--- src/rtl/ebus_pkg.sv ---
// Shared EBUS definitions: data type, driver slot numbering, default slot
// count and the contention-tracking state encoding.
package ebus_pkg;

    // EBUS data word, PDP-10 bit order (bit 0 is the MSB).
    typedef bit [0:35] ebus_data_t;

    localparam int EBUS_NDRV_DEFAULT = 16;

    // Driver slot assignment; a lower index means higher priority on the bus.
    typedef enum logic [3:0] {
        SLOT_APR   = 4'd0,
        SLOT_CON   = 4'd1,
        SLOT_CRA   = 4'd2,
        SLOT_CTL   = 4'd3,
        SLOT_EDP   = 4'd4,
        SLOT_IR    = 4'd5,
        SLOT_MBZ   = 4'd6,
        SLOT_MTR   = 4'd7,
        SLOT_PIC   = 4'd8,
        SLOT_SCD   = 4'd9,
        SLOT_SHM   = 4'd10,
        SLOT_VMA   = 4'd11,
        SLOT_TB    = 4'd12,
        SLOT_RH20  = 4'd13,
        SLOT_DTE20 = 4'd14,
        SLOT_SPARE = 4'd15
    } ebus_slot_t;

    // Contention diagnostic state.
    typedef enum logic {
        ERR_OK      = 1'b0,
        ERR_CONTEND = 1'b1
    } ebus_err_t;

endpackage

--- src/rtl/ebus_prio_enc.sv ---
// Combinational priority encoder for EBUS driver requests.
//   req   in  N        request vector
//   any   out 1        at least one request set
//   idx   out IDX_W    lowest set index (0 when none)
//   multi out 1        more than one request set
module ebus_prio_enc #(
    parameter int N     = 16,
    parameter int IDX_W = $clog2(N)
) (
    input  logic [N-1:0]     req,
    output logic             any,
    output logic [IDX_W-1:0] idx,
    output logic             multi
);

    logic found;

    always_comb begin
        idx   = '0;
        found = 1'b0;
        for (int unsigned i = 0; i < N; i++) begin
            if (req[i] && !found) begin
                idx   = IDX_W'(i);
                found = 1'b1;
            end
        end
    end

    assign any   = |req;
    // Clearing the lowest set bit leaves something only if two or more were set.
    assign multi = |(req & (req - 1'b1));

endmodule

--- src/rtl/ebus_driver_arb.sv ---
// EBUS source mux/arbiter. The lowest-index enabled driving slot owns the bus;
// contention and stuck-driver conditions are latched as sticky diagnostics.
//   clk             in   system clock
//   CROBAR          in   synchronous active-high reset
//   drvDriving      in   per-slot drive request
//   drvData         in   per-slot data, slot i at [i*W +: W]
//   drvMask         in   per-slot enable
//   errClear        in   clears sticky diagnostics
//   busData         out  selected bus data
//   busDriving      out  some enabled slot is driving
//   busSrc          out  winning slot index
//   contention      out  sticky multi-driver flag
//   contentionMask  out  request vector at first contention
//   contentionCount out  saturating contention cycle count
//   stuck           out  sticky stuck-driver flag
//   stuckSrc        out  slot that was flagged stuck
module ebus_driver_arb
    import ebus_pkg::*;
#(
    parameter int NDRV      = EBUS_NDRV_DEFAULT,
    parameter int W         = 36,
    parameter int REGOUT    = 1,
    parameter int HOLD_LAST = 0,
    parameter int MAXHOLD   = 64,
    parameter int CNT_W     = 8
) (
    input  logic                    clk,
    input  logic                    CROBAR,
    input  logic [NDRV-1:0]         drvDriving,
    input  logic [0:NDRV*W-1]       drvData,
    input  logic [NDRV-1:0]         drvMask,
    input  logic                    errClear,
    output logic [0:W-1]            busData,
    output logic                    busDriving,
    output logic [$clog2(NDRV)-1:0] busSrc,
    output logic                    contention,
    output logic [NDRV-1:0]         contentionMask,
    output logic [CNT_W-1:0]        contentionCount,
    output logic                    stuck,
    output logic [$clog2(NDRV)-1:0] stuckSrc
);

    localparam int SRC_W = $clog2(NDRV);
    localparam int RUN_W = $clog2(MAXHOLD + 2);
    localparam logic [RUN_W-1:0] RUN_LIMIT = RUN_W'(MAXHOLD + 1);

    logic [NDRV-1:0]  req;
    logic             any;
    logic             multi;
    logic [SRC_W-1:0] win;
    logic [0:W-1]     sel_data;
    logic [0:W-1]     nxt_data;
    logic [0:W-1]     hold_q;

    ebus_err_t        err_state;
    logic [RUN_W-1:0] run_q;
    logic [RUN_W-1:0] run_base;
    logic [RUN_W-1:0] run_nxt;
    logic [SRC_W-1:0] prev_win;

    assign req = drvDriving & drvMask;

    ebus_prio_enc #(
        .N     (NDRV),
        .IDX_W (SRC_W)
    ) u_prio (
        .req   (req),
        .any   (any),
        .idx   (win),
        .multi (multi)
    );

    assign sel_data = drvData[int'(win)*W +: W];
    assign nxt_data = any ? sel_data : ((HOLD_LAST != 0) ? hold_q : '0);

    always_ff @(posedge clk) begin
        if (CROBAR) begin
            hold_q <= '0;
        end else if (any) begin
            hold_q <= sel_data;
        end
    end

    if (REGOUT != 0) begin : g_regout
        always_ff @(posedge clk) begin
            if (CROBAR) begin
                busData    <= '0;
                busDriving <= 1'b0;
                busSrc     <= '0;
            end else begin
                busData    <= nxt_data;
                busDriving <= any;
                busSrc     <= any ? win : '0;
            end
        end
    end else begin : g_combout
        assign busData    = nxt_data;
        assign busDriving = any;
        assign busSrc     = any ? win : '0;
    end

    // Contention tracking. errClear is applied first, so a contention in the
    // same cycle is captured against the freshly cleared state.
    always_ff @(posedge clk) begin
        if (CROBAR) begin
            err_state       <= ERR_OK;
            contentionMask  <= '0;
            contentionCount <= '0;
        end else if (multi) begin
            if (errClear) begin
                contentionCount <= CNT_W'(1);
            end else if (contentionCount != '1) begin
                contentionCount <= contentionCount + 1'b1;
            end
            if (errClear || err_state == ERR_OK) begin
                err_state      <= ERR_CONTEND;
                contentionMask <= req;
            end
        end else if (errClear) begin
            err_state       <= ERR_OK;
            contentionMask  <= '0;
            contentionCount <= '0;
        end
    end

    assign contention = (err_state == ERR_CONTEND);

    // Run length of the current winner, with errClear zeroing it before this
    // cycle is counted.
    always_comb begin
        run_base = errClear ? '0 : run_q;
        run_nxt  = '0;
        if (any) begin
            if (run_base != '0 && win == prev_win) begin
                run_nxt = (run_base == RUN_LIMIT) ? run_base : run_base + 1'b1;
            end else begin
                run_nxt = RUN_W'(1);
            end
        end
    end

    always_ff @(posedge clk) begin
        if (CROBAR) begin
            run_q    <= '0;
            prev_win <= '0;
            stuck    <= 1'b0;
            stuckSrc <= '0;
        end else begin
            run_q    <= run_nxt;
            prev_win <= win;
            if (run_nxt == RUN_LIMIT && (errClear || !stuck)) begin
                stuck    <= 1'b1;
                stuckSrc <= win;
            end else if (errClear) begin
                stuck    <= 1'b0;
                stuckSrc <= '0;
            end
        end
    end

endmodule
--- config.mk ---
export PLATFORM = sky130hd
export DESIGN_NAME = ebus_driver_arb
export DESIGN_NICKNAME = d
export VERILOG_FILES = /design/src/rtl/ebus_pkg.sv /design/src/rtl/ebus_prio_enc.sv /design/src/rtl/ebus_driver_arb.sv
export SDC_FILE = /design/constraint.sdc
export NUM_CORES = 2
export LEC_CHECK = 0
export ABC_AREA = 1
export CORE_AREA = 2 2 267 269
export CTS_CLUSTER_SIZE = 25
export DETAILED_ROUTE_END_ITERATION = 7
export DIE_AREA = 0 0 269 271
export GPL_ROUTABILITY_DRIVEN = 1
export PLACE_DENSITY_LB_ADDON = 0.08
export SETUP_SLACK_MARGIN = 0.15
export SLEW_MARGIN = 25
export SYNTH_ARGS = -nofsm -noshare
export SYNTH_HDL_FRONTEND = slang
export SYNTH_SLANG_ARGS = --single-unit
export TNS_END_PERCENT = 20
--- constraint.sdc ---
create_clock -name clk -period 4.28 [get_ports clk]
set_input_delay 0.856 -clock clk [delete_from_list [all_inputs] [get_ports clk]]
set_output_delay 0.856 -clock clk [all_outputs]
set_load 0.05 [all_outputs]
# --- Yosys cells after proc, flatten, opt, wreduce, memory -nomap -nowiden ---
# Index checks and enable logic that the tools add are counted.
op_classes:
  bitwise: 5
  n_shift: 1
  div_mod_pow: 0
  reduce_logical: 44
  n_mux: 47
  magnitude_cmp: 0
  add_sub_neg: 3
  n_mul: 1
  n_eq_ne: 5
op_table:
  columns: ["operator", "n"]
  rows:
  - ["$shiftx A576 B32 Y577", 1]
  - ["$mux W16", 3]
  - ["$mux W4", 10]
  - ["$and A16 B16 Y16", 2]
  - ["$mux W8", 4]
  - ["$not A10 Y32", 1]
  - ["$reduce_or A16 Y1", 2]
  - ["$mux W7", 4]
  - ["$mux W1", 20]
  - ["$logic_and A1 B1 Y1", 17]
  - ["$logic_not A1 Y1", 16]
  - ["$sub A16 B1 Y16 const B", 1]
  - ["$eq A7 B7 Y1 const B", 2]
  - ["$mux W3", 4]
  - ["$add A8 B1 Y8 const B", 1]
  - ["$mul A4 B4 Y8 const B", 1]
  - ["$ne A8 B8 Y1 const B", 1]
  - ["$add A7 B1 Y7 const B", 1]
  - ["$reduce_bool A7 Y1", 1]
  - ["$reduce_bool A2 Y1", 3]
  - ["$eq A4 B4 Y1", 1]
  - ["$mux W2", 2]
  - ["$reduce_and A2 Y1", 2]
  - ["$logic_or A1 B1 Y1", 2]
  - ["3 further kinds", 4]
totals:
  latchBits: 0
  rom_bits: 0
  ram_bits: 0
  out_inout_bits: 71
  regBits: 82
  wordCells: 116
  n_memories: 0
  input_bits: 611

# --- Logic depth before layout (Yosys ltp) ---
logic_depth:
  depth_word: 54
  ltp_mapped: 25
  mapped_depth_nobuf: 22

# --- Hierarchy ---
# From an unflattened synthesis, not the netlist that was laid out.
unflattened:
  hier_cells: 6072
  hier_area_um2: 28185.8
modules_own_cells:
  columns: ["module", "seq_area_each_um2", "area_per_inst_um2", "n_inst", "cells_each"]
  rows:
  - ["ebus_driver_arb", 1641.6, 27701.6, 1, 5977]
  - ["ebus_prio_enc", 0.0, 484.2, 1, 95]

# --- Least setup slack after synthesis ---
# OpenSTA, ideal clock, no wires.
synth_path:
  path_type: "input to register"
  start: "input drvDriving[5]"
  end: "register busData[11] in the netlist's numbering"
  arrival_time_ns: 4.061
  path_stages: 24
  required_time_ns: 4.210
  setup_ns: 0.070
  setup_slack_ns: 0.149
  n_path_buf: 5
  path_cell_list: "nand2_1 > nand2_4 > nor2_8 > nand2_8 > nor2_8 > nand2_2 > nor2_4 > nor2_1 > nand2_2 > buf_4 > buf_2 > buf_2 > buf_2 > ha_1 > nor2_1 > inv_1 > nor4_4 > inv_2 > nor2_4 > buf_4 > nand2_1 > o21ai_1 > inv_1 > a21oi_1"
synth_via:
  elab_chain_len: 36
  elab_cells_between_ends: 49
  cone_classes: "1 x mul; 1 x shift; 21 x mux; 3 x bitwise; 23 x reduce/logical"
synth_lines:
  columns: ["element", "line_no", "text"]
  rows:
  - ["from (decl)", "ebus_driver_arb.sv:29", "input logic [NDRV-1:0] drvDriving,"]
  - ["$and A16 B16 Y16 (*)", "ebus_driver_arb.sv:61", "assign req = drvDriving & drvMask;"]
  - ["$logic_and A1 B1 Y1 (*)", "ebus_prio_enc.sv:22", "if (req[i] && !found) begin"]
  - ["$mux W1", "ebus_prio_enc.sv:22", null]
  - ["$logic_not A1 Y1", "ebus_prio_enc.sv:22", null]
  - ["$logic_and A1 B1 Y1", "ebus_prio_enc.sv:22", null]
  - ["$mux W1", "ebus_prio_enc.sv:22", null]
  - ["$logic_not A1 Y1", "ebus_prio_enc.sv:22", null]
  - ["$logic_and A1 B1 Y1", "ebus_prio_enc.sv:22", null]
  - ["(+21 left out)", null, null]
  - ["$mux W1", "ebus_prio_enc.sv:22", null]
  - ["$logic_not A1 Y1", "ebus_prio_enc.sv:22", null]
  - ["$logic_and A1 B1 Y1", "ebus_prio_enc.sv:22", null]
  - ["$mux W4 (*)", "ebus_prio_enc.sv:22", null]
  - ["net u_prio.idx[2]", "ebus_prio_enc.sv:12", "output logic [IDX_W-1:0] idx,"]
  - ["$mul A4 B4 Y8 (*)", "ebus_driver_arb.sv:73", "assign sel_data = drvData[int'(win)*W +: W];"]
  - ["$not A10 Y32 (implied by the code) (*)", "ebus_driver_arb.sv:73", null]
  - ["$shiftx A576 B32 Y577 (*)", "ebus_driver_arb.sv:73", null]
  - ["to (signal assigned)", "ebus_driver_arb.sv:91", "busData <= nxt_data;"]
  - ["to (decl)", "ebus_driver_arb.sv:33", "output logic [0:W-1] busData,"]
# Mark *: on every way through the listed nets, which the timed path passes. The rest lies on a longest branch.
# A chain may end at the register's enable or synchronous reset.

# --- Worst setup path in the final report ---
layout_path:
  start: "input drvMask[9]"
  end: "register busData[8] in the netlist's numbering"
layout_via:
  elab_chain_len: 24
  elab_cells_between_ends: 33
  cone_classes: "1 x mul; 1 x shift; 13 x mux; 3 x bitwise; 15 x reduce/logical"
layout_lines:
  columns: ["element", "line_no", "text"]
  rows:
  - ["from (decl)", "ebus_driver_arb.sv:31", "input logic [NDRV-1:0] drvMask,"]
  - ["$and A16 B16 Y16 (*)", "ebus_driver_arb.sv:61", null]
  - ["$logic_and A1 B1 Y1", "ebus_prio_enc.sv:22", null]
  - ["$mux W1", "ebus_prio_enc.sv:22", null]
  - ["$logic_not A1 Y1", "ebus_prio_enc.sv:22", null]
  - ["$logic_and A1 B1 Y1", "ebus_prio_enc.sv:22", null]
  - ["$mux W1", "ebus_prio_enc.sv:22", null]
  - ["$logic_not A1 Y1", "ebus_prio_enc.sv:22", null]
  - ["$logic_and A1 B1 Y1", "ebus_prio_enc.sv:22", null]
  - ["(+8 left out)", null, null]
  - ["$logic_and A1 B1 Y1", "ebus_prio_enc.sv:22", null]
  - ["$mux W1", "ebus_prio_enc.sv:22", null]
  - ["$logic_not A1 Y1", "ebus_prio_enc.sv:22", null]
  - ["$logic_and A1 B1 Y1", "ebus_prio_enc.sv:22", null]
  - ["$mux W4", "ebus_prio_enc.sv:22", null]
  - ["$mul A4 B4 Y8", "ebus_driver_arb.sv:73", null]
  - ["$not A10 Y32 (implied by the code)", "ebus_driver_arb.sv:73", null]
  - ["$shiftx A576 B32 Y577", "ebus_driver_arb.sv:73", null]
# Mark *: on every way between the ends. The rest lies on a longest branch, timed or not.

==> summary.md <==
| Metric | Value |
|---|---|
| Sink Count | `82` |
| Tcrit/Tclk final | `96.7%` |
| CTS Hold Bufs | `0` |
| Post-synth EDFFs | `0` |
| Fmax | `242 MHz` |
| Setup Skew | `3.85 ps` |
| Crit path DAT | `4460 ps` |
| Root buffer cell | `clkbuf_16` |
| DRC violations left | `36` |
| Clock buffer depth | `2` |
| Drt wl/cell | `22.4 um` |
| Initial antenna violation count | `28` |
| Minimum clock period | `4140 ps` |
| Die X | `269 um` |
| RSZ-0062 raised after global routing | `true` |
| Post-Place Setup Slack | `-445 ps` |
| Cell mode on critical path | `buf_4` |
| Worst-path maximum fanout | `28` |
| Final WL | `181000 um` |
| HPWL Detailed | `145000 um` |
| Sequential element share of the synthesized area | `5.26%` |
| GR Overflow Total | `0` |
| Total Power | `12400 uW` |
| Core area | `69800 sq um` |
| Syn nets | `7043` |
| Buf/Inv on CP | `8` |
| Least-Margin Pin Slew | `1030 ps` |
| Via-to-Cell Ratio | `6.27` |
| Total Routing Usage GR | `47.1%` |
| Vias in the first global route | `44100` |
| Slack of the critical path | `139 ps` |
| Power Density | `294 nW/um^2` |
| Min Hold Slack | `468 ps` |
| Final #Nets | `7738` |
| Peak VDD IR | `211 uV` |
| # port buffers | `681` |
| Netlist cell types | `52` |
| Post-Syn Area per Cell | `4.86 sq um` |
| Post-Syn Area | `31200 sq um` |
| Synth Instances | `6425` |
| FF+latch count, synth | `82` |
| Commonest non-fill, non-tap cell in the layout | `nand3_1` |
| Fin cells | `8084` |
| Critical path's top delay family | `buffers and inverters` |
| Slowest cell on the critical path | `o311ai_0` |
| H-tree depth | `3` |
| Max Cap Viol | `0` |
| Endpoint class of the critical path | `flip-flop` |
| Ys Warns | `0` |
| Setup violators final | `0` |
| Syn-to-layout area delta | `35.2%` |
| First-pass DRT Iterations | `8` |
| Status | `complete, but fails checks` |
| TritonCTS clock tree | `built` |
| Worst-path clk slew | `80 ps` |
| Asr flop ratio synth | `0%` |
| Layout cell share with drive strength beyond 1 | `8.97%` |
| Crit-path max cell delay | `880 ps` |
| Min-Delay Path Class | `flip-flop to flip-flop` |
| Failing checks | `design-rule violations` |
| Ys flop type | `dfxtp_1` |
| Crit path kind | `primary input to flip-flop` |
| Initial Util | `44.7%` |
| Final Hold Viols | `0` |
| Leakage Power | `0.0209 uW` |
| Die ar. | `72900 sq um` |
| TritonCTS Buffers | `9` |
| Most frequent cells in the layout | `nand3_1 (3021), nand2_1 (1674), clkdlybuf4s50_1 (681), inv_1 (504), buf_4 (446)` |
| Crit-path cells | `clkdlybuf4s50_1 > nand2_1 > nand2_2 > nor2_4 > inv_2 > nor2_8 > buf_4 > nand2_1 > nand2_8 > buf_12 > inv_8 > buf_4 > buf_12 > buf_4 > o311ai_0 > nand3_1 > a21oi_1` |
| Placed Instances | `8046` |
| DR iter-0 viols | `8890` |
| Antenna Nets Post-Route | `0` |
| Final GP Congestion | `1.14` |
| Row count | `97` |
| Worst relative slew slack | `30.3%` |
| Max-slew violations | `0` |
| Die height | `271 um` |
| First-pass GRT wire length | `267000 um` |
| Total number of vias | `50700` |
| Crit path launch type | `primary input` |
| Skew-Pair Late Insertion Delay | `390 ps` |
| CP required | `4600 ps` |
| I/O pin count | `682` |
| Largest net degree at the start of global routing | `94` |
## layer usage
metal  wire, um  global-route usage [%]  share of wire (%)
met1      70900                    64.2                 39
met2      71600                    65.7                 39
met3      27400                    14.5                 15
met4      11200                    24.6                6.2
met5        128                       0              0.071
## cell families after synthesis
logic type / Yosys count / synth area share [%]
and+or+nand+nor: 4967 / 73.4
buffers and inverters: 1070 / 15.8
AOI/OAI and AO/OA: 289 / 4.98
DFF: 82 / 5.26
xor gates and xnor gates: 9 / 0.253
adders and majority gates: 7 / 0.281
muxes: 1 / 0.0321
## power by group
part	leakage, uW	total [uW]	internal [uW]	switching [uW]
Sequential	0.000675	999	863	136
Combinational	0.0201	10500	3790	6760
Clock	0.000143	844	412	432
## state kept, by name, summed over array words and instances (netlist names)
| name | count |
|---|---|
| contention | 1 |
| busDriving | 1 |
| contentionCount | 8 |
| busSrc | 4 |
| busData | 36 |
| contentionMask | 16 |
| stuck | 1 |
| prev_win | 4 |
| run_q | 7 |
| stuckSrc | 4 |
## tightest hold or removal path, cell delays in order, from the launching register on
cell,delay [ps]
dfxtp_1,310
nand2_1,60
a21oi_1,50
## synth_stat cells, types with 2 or more instances
cell type  instances  area [sq um]
a211oi_1           2          15.0
a21oi_1          129           646
a22oi_1            3          22.5
a311oi_1           2          17.5
a31oi_1            2          12.5
buf_1             45           169
buf_2            290          1450
buf_4             82           616
buf_6             30           338
clkbuf_1         103           387
dfxtp_1           82          1640
ha_1               7          87.6
inv_1            507          1900
inv_2              9          33.8
inv_4              2          12.5
nand2_1         1676          6290
nand2_2           10          62.6
nand2_4            5          56.3
nand3_1         3022         15100
nand3_2            2          20.0
nand3b_1          51           383
nand4_1            5          31.3
nand4_2            2          25.0
nor2_1           157           589
nor2_2             2          12.5
nor2_4             3          33.8
nor2_8             3          60.1
nor3_1            14          70.1
nor3_2             3          30.0
nor3b_1            2          15.0
nor4_1             2          12.5
o2111ai_1          6          52.6
o211ai_1          13          97.6
o21ai_0           73           365
o21ai_1           50           250
o22ai_1            2          12.5
o311ai_1           2          17.5
or2_2              4          25.0
xor2_1             8          70.1
## through the flow
| step | TNS, ps | util [%] | cell area, sq um |
|---|---|---|---|
| 6_report | 0 | 60.5 | 42200 |
| 3_5_place_dp | -6420 | 59.7 | 41600 |
| 5_1_grt | 0 | 60.4 | 42200 |
| 3_3_place_gp | -4840 | 59.7 | 41600 |
| 2_1_floorplan | 0 | - | 31200 |
| 4_1_cts | 0 | 60.1 | 41900 |
## cell type report
class,instances,area (sq um)
Clock buffer,9,225
Clock inverter,7,67.6
Antenna cell,19,47.5
Timing Repair Buffer,1235,12300
Multi-Input combinational cell,5273,24800
Fill cell,7239,27600
Inverter,519,1990
Tap cell,940,1180
Sequential cell,82,1640
## worst paths after layout
kind / startpoint / end / slack, ps / cells past startpoint
hold reg to reg: contentionMask[0] / contentionMask[0] / 470 / 2
setup / recovery: drvMask[9] / busData[8] / 140 / 17
setup reg to reg: run_q[1] / stuckSrc[2] / 1490 / 16
hold / removal: contentionMask[0] / contentionMask[0] / 470 / 2
## timing repair
item,4_1_cts,5_1_grt
endpoints found under the setup margin,8,38
setup buffers,0,1
resized for setup,1,35
pin swaps,0,4
gates cloned,0,2
Power figures use the tool's default switching activity.
